## config.mk

```make
export PLATFORM = sky130hd
export DESIGN_NAME = alu_result_fifo
export DESIGN_NICKNAME = d
export VERILOG_FILES = /design/src/rtl/alu_result_fifo.sv
export SDC_FILE = /design/constraint.sdc
export NUM_CORES = 1
export LEC_CHECK = 0
export BUFFER_PORTS_ARGS = -buffer_cell sky130_fd_sc_hd__buf_2
export CAP_MARGIN = 20
export CORE_ASPECT_RATIO = 0.75
export CORE_UTILIZATION = 35
export DETAILED_ROUTE_END_ITERATION = 8
export GPL_TIMING_DRIVEN = 1
export SLEW_MARGIN = 15
export SYNTH_ARGS = -nofsm -noshare
export SYNTH_HDL_FRONTEND = slang
export SYNTH_SLANG_ARGS = --single-unit
```

## constraint.sdc

```tcl
create_clock -name clk -period 6.2 [get_ports clk]
set_input_delay 1.24 -clock clk [delete_from_list [all_inputs] [get_ports clk]]
set_output_delay 1.24 -clock clk [all_outputs]
set_load 0.05 [all_outputs]
```

## src/rtl/alu_result_fifo.sv

```systemverilog
// ============================================================================
//  Module      : alu_result_fifo
//  Description : First-word fall-through FIFO for ALU results and their
//                exception/overflow/underflow flags, with sticky flag
//                accumulation and a running count of accepted results.
//  Revision    : 1.0 - initial release
// ============================================================================
`default_nettype none

module alu_result_fifo #(
    parameter int DEPTH = 8,
    parameter int WIDTH = 32
) (
    input  logic                     clk,
    input  logic                     reset_n,
    input  logic                     in_valid,
    output logic                     in_ready,
    input  logic [WIDTH-1:0]         in_result,
    input  logic                     in_exception,
    input  logic                     in_overflow,
    input  logic                     in_underflow,
    output logic                     out_valid,
    input  logic                     out_ready,
    output logic [WIDTH-1:0]         out_result,
    output logic [2:0]               out_flags,
    output logic [$clog2(DEPTH):0]   count,
    output logic [2:0]               sticky_flags,
    input  logic                     sticky_clear,
    output logic [15:0]              accepted
);

    localparam int               c_AW   = $clog2(DEPTH);
    localparam logic [c_AW:0]    c_FULL = DEPTH[c_AW:0];

    logic [WIDTH+2:0]  r_mem [DEPTH];
    logic [c_AW-1:0]   r_wr_ptr;
    logic [c_AW-1:0]   r_rd_ptr;
    logic [c_AW:0]     r_count;
    logic [2:0]        r_sticky;
    logic [15:0]       r_accepted;
    logic              r_live;

    logic              w_enq;
    logic              w_deq;
    logic [2:0]        w_in_flags;

    assign w_in_flags = {in_exception, in_overflow, in_underflow};

    // Readiness comes only from registered state; r_live keeps in_ready low
    // through reset until the first edge after release.
    assign in_ready  = r_live && (r_count < c_FULL);
    assign out_valid = (r_count != '0);
    assign w_enq     = in_valid && in_ready;
    assign w_deq     = out_valid && out_ready;

    always_ff @(posedge clk or negedge reset_n) begin
        if (!reset_n) begin
            r_live     <= 1'b0;
            r_wr_ptr   <= '0;
            r_rd_ptr   <= '0;
            r_count    <= '0;
            r_sticky   <= 3'b000;
            r_accepted <= 16'h0000;
        end else begin
            r_live <= 1'b1;
            if (w_enq) begin
                r_wr_ptr   <= r_wr_ptr + 1'b1;
                r_accepted <= r_accepted + 16'h0001;
            end
            if (w_deq) begin
                r_rd_ptr <= r_rd_ptr + 1'b1;
            end
            if (w_enq && !w_deq) begin
                r_count <= r_count + 1'b1;
            end else if (w_deq && !w_enq) begin
                r_count <= r_count - 1'b1;
            end
            // Flags enqueued on a clearing edge survive the clear.
            if (w_enq) begin
                r_sticky <= (sticky_clear ? 3'b000 : r_sticky) | w_in_flags;
            end else if (sticky_clear) begin
                r_sticky <= 3'b000;
            end
        end
    end

    always_ff @(posedge clk) begin
        if (w_enq) begin
            r_mem[r_wr_ptr] <= {w_in_flags, in_result};
        end
    end

    assign {out_flags, out_result} = r_mem[r_rd_ptr];
    assign count        = r_count;
    assign sticky_flags = r_sticky;
    assign accepted     = r_accepted;

endmodule

`default_nettype wire

```

==> summary.md <==
| Metric | Value |
|---|---|
| Initial antenna violation count | 2 |
| Leak | 4.98 nW |
| First-pass GRT wire length | 35900 um |
| Synth unique cells | 34 |
| Hpwl dp | 14200 um |
| Largest stage delay on the critical path | 0.99 ns |
| Final Instance Area | 0.0142 mm2 |
| Syn. warnings | 0 |
| TritonCTS buffer count | 30 |
| Number of flops mapped to enable cells by yosys | 280 |
| P_int | 4.15 mW |
| Max_cap viols | 0 |
| Final Util | 41.9% |
| Net count, final | 713 |
| Share of layout cells above drive strength 1 | 29.2% |
| Combinational share of power | 32.6% |
| Root Driver | clkbuf_16 |
| Register area share after synthesis | 75.0% |
| Routed Antenna Nets | 0 |
| Mapped Cells | 542 |
| Slowest stage cell on the critical path | dfrtp_4 |
| DRT iter0 DRCs | 288 |
| Worst hold path class | flip-flop to flip-flop |
| Hold path cells | 1 |
| Reg2reg end | count[3] |
| Detailed-route via count | 5633 |
| Skew-Pair Late Insertion Delay | 0.55 ns |
| Final Hold Viols | 0 |
| Per-cell routed wire length | 21.0 um |
| Worst r2r src | count[3] |
| Final period util | 71.3% |
| Actual slew at the worst max-slew pin | 0.988 ns |
| Async S/R FF share, synth | 9.68% |
| Sink Count | 310 |
| Outcome | completed |
| H-tree levels | 1 |
| Fillers | 2949 |
| Vias in the first global route | 5938 |
| Crit-path cells | buf_4 > mux4_1 > mux2_2 > buf_2 |
| Crit path time final | 4.42 ns |
| Syn Area/Cell | 22.5 um2 |
| R2R setup slack | 2.98 ns |
| DP Worst Slack | 2.24 ns |
| Die height | 164 um |
| Synthesis-stage register bit count | 310 |
| Nature of the critical path startpoint | flip-flop |
| CP Max Fanout | 51 |
| Port Buffers | 99 |
| Leading cell types in the layout, fill and taps excluded | edfxtp_1 (280), buf_2 (99), mux4_1 (70), mux2_2 (37), clkbuf_16 (31) |
| Die width | 218 um |
| DR pass1 iterations | 4 |
| Kind of cell adding the most delay to the critical path | flip-flops |
| Clk pin slew, worst setup/hold paths | 0.06 ns |
| DP Area | 0.0133 mm2 |
| # setup viols final | 0 |
| CTS tree | built |
| Post-CTS sizing | 0 |
| Number of buffers added for setup after CTS | 0 |
| Clk buf depth | 3 |
| Register Area | 0.00917 mm2 |
| Peak Freq | 226 MHz |
| CP Capture Type | output pin |
| Rel. slew slack | 34.1% |
| Critical path buffers and inverters | 2 |
| Grt total ovfl | 0 |
| Hold_buf cts | 0 |
| # IOs | 100 |
| Sw Ratio | 35.6% |
| Clock network power share | 25.3% |
| Sw Pwr | 2.30 mW |
| Largest net degree at the start of global routing | 73 |
| Initial core utilization | 36.0% |
| Critical Path Stages | 4 |
| Reg2Reg Depth | 8 |
| Peak supply drop | 0.000343 V |
| WP data required | 4.96 ns |
| DRC | 0 |
| Syn Nets | 589 |
| Core ar. | 0.0340 mm2 |
| Area grow syn2layout | 16.5% |
| Commonest non-fill, non-tap cell in the layout | edfxtp_1 |
| RSZ-0062 raised after global routing | false |
| Area of the multi-input gates | 0.00294 mm2 |
| Setup WS post-layout | 1.78 ns |
| Pwr/cell area | 453 mW/mm2 |
| WHS Endpoint | accepted[15] |
| Layout Skew | 0.0137 ns |
| Min-delay src | accepted[15] |
| Post-Route WL | 23900 um |
| Kind of critical path | flip-flop to output pin |
| Total track usage | 13.6% |
| Sequential fraction of design power | 42.2% |
| Post-Synthesis Cell Area | 0.0122 mm2 |
| Die area | 0.0357 mm2 |
| Dominant synthesized flop cell | edfxtp_1 |
| TNS Setup | 0 ns |
| Slew Limit Fails | 0 |
| Vias/cell | 4.94 |
| Data arrival, critical path | 3.18 ns |
| Cell Rows | 58 |
| GP Congestion | 0.693 |
cell families (layout without fill, tap and decap cells):
| family | count (synthesis) | after routing | share of synthesized area, % |
|---|---|---|---|
| buffers and inverters | 29 | 175 | 1.40 |
| multiplexers | 108 | 108 | 18.5 |
| other | 1 | 3 | 0.0307 |
| adder cells (fa/ha/maj) | 7 | 7 | 0.778 |
| AO/OA/AOI/OAI | 9 | 9 | 0.440 |
| AND/OR/NAND/NOR | 57 | 57 | 2.33 |
| XOR/XNOR | 21 | 21 | 1.51 |
| flip-flops | 310 | 310 | 75.0 |
Yosys cell counts, types with 2 or more instances:
library cell    n  share of area, %
buf_6           8              0.74
nand4_1         6              0.31
o21ai_0         5              0.20
inv_1           6              0.18
nand2b_1        2              0.10
nand2_1        21              0.65
nor3_1          8              0.33
mux2_2         37               3.4
and4_1          2              0.14
ha_1            6              0.61
dfrtp_1        30               6.1
nand3_1         5              0.20
edfxtp_1      280                69
mux4_1         70                15
nor2_1          6              0.18
clkbuf_1       12              0.37
xor2_1          4              0.29
buf_2           2             0.082
xnor2_1        17               1.2
sequential cells by signal (all words and copies together) (netlist names):
name / flops
r_live: 1
sticky_flags: 3
r_wr_ptr: 3
r_rd_ptr: 3
count: 4
r_mem: 280
accepted: 16
per-layer routing:
metal / GRT usage, % / up-vias / wire [um]
met1: 17.5 / 2953 / 10500
met3: 2.87 / 26 / 965
li1: - / 2538 / -
met2: 23.4 / 116 / 12100
met5: 0 / - / 0
met4: 3.24 / 0 / 353
final cells by class:
cell class                      instances  share of cell area, %
Antenna cell                            2                 0.0352
Sequential cell                       310                   64.4
Clock buffer                           42                   5.74
Multi-Input combinational cell        203                   20.6
Tap cell                              450                   3.95
Clock inverter                         12                  0.369
Timing Repair Buffer                  115                   4.73
Inverter                                6                  0.158
power by group through the flow:
stage	registers (mW)	logic, mW	clock network [mW]
floorplan	2.66	1.72	0
global placement	2.80	2.04	0
detailed placement	2.81	2.08	0
CTS	2.77	2.08	1.68
global route	2.76	2.22	1.76
finish	2.72	2.10	1.63
metrics by stage:
step,hold slack [ns],power (mW),std cells
floorplan,0.517,4.38,542
global placement,0.454,4.83,1080
detailed placement,0.480,4.89,1083
CTS,0.488,6.54,1137
global route,0.517,6.74,1139
finish,0.486,6.45,1140
worst max path at each step:
| stage | startpoint | to |
|---|---|---|
| final | r_rd_ptr[0] | out_result[24] |
| after global routing | r_rd_ptr[0] | out_result[24] |
| after CTS | r_rd_ptr[0] | out_result[24] |
| after detailed placement | in_valid | count[3] |
| after global placement | in_valid | r_mem[7][15] |
| after floorplan | in_valid | r_mem[0][0] |
No activity file was read; power rests on OpenSTA's default activity.
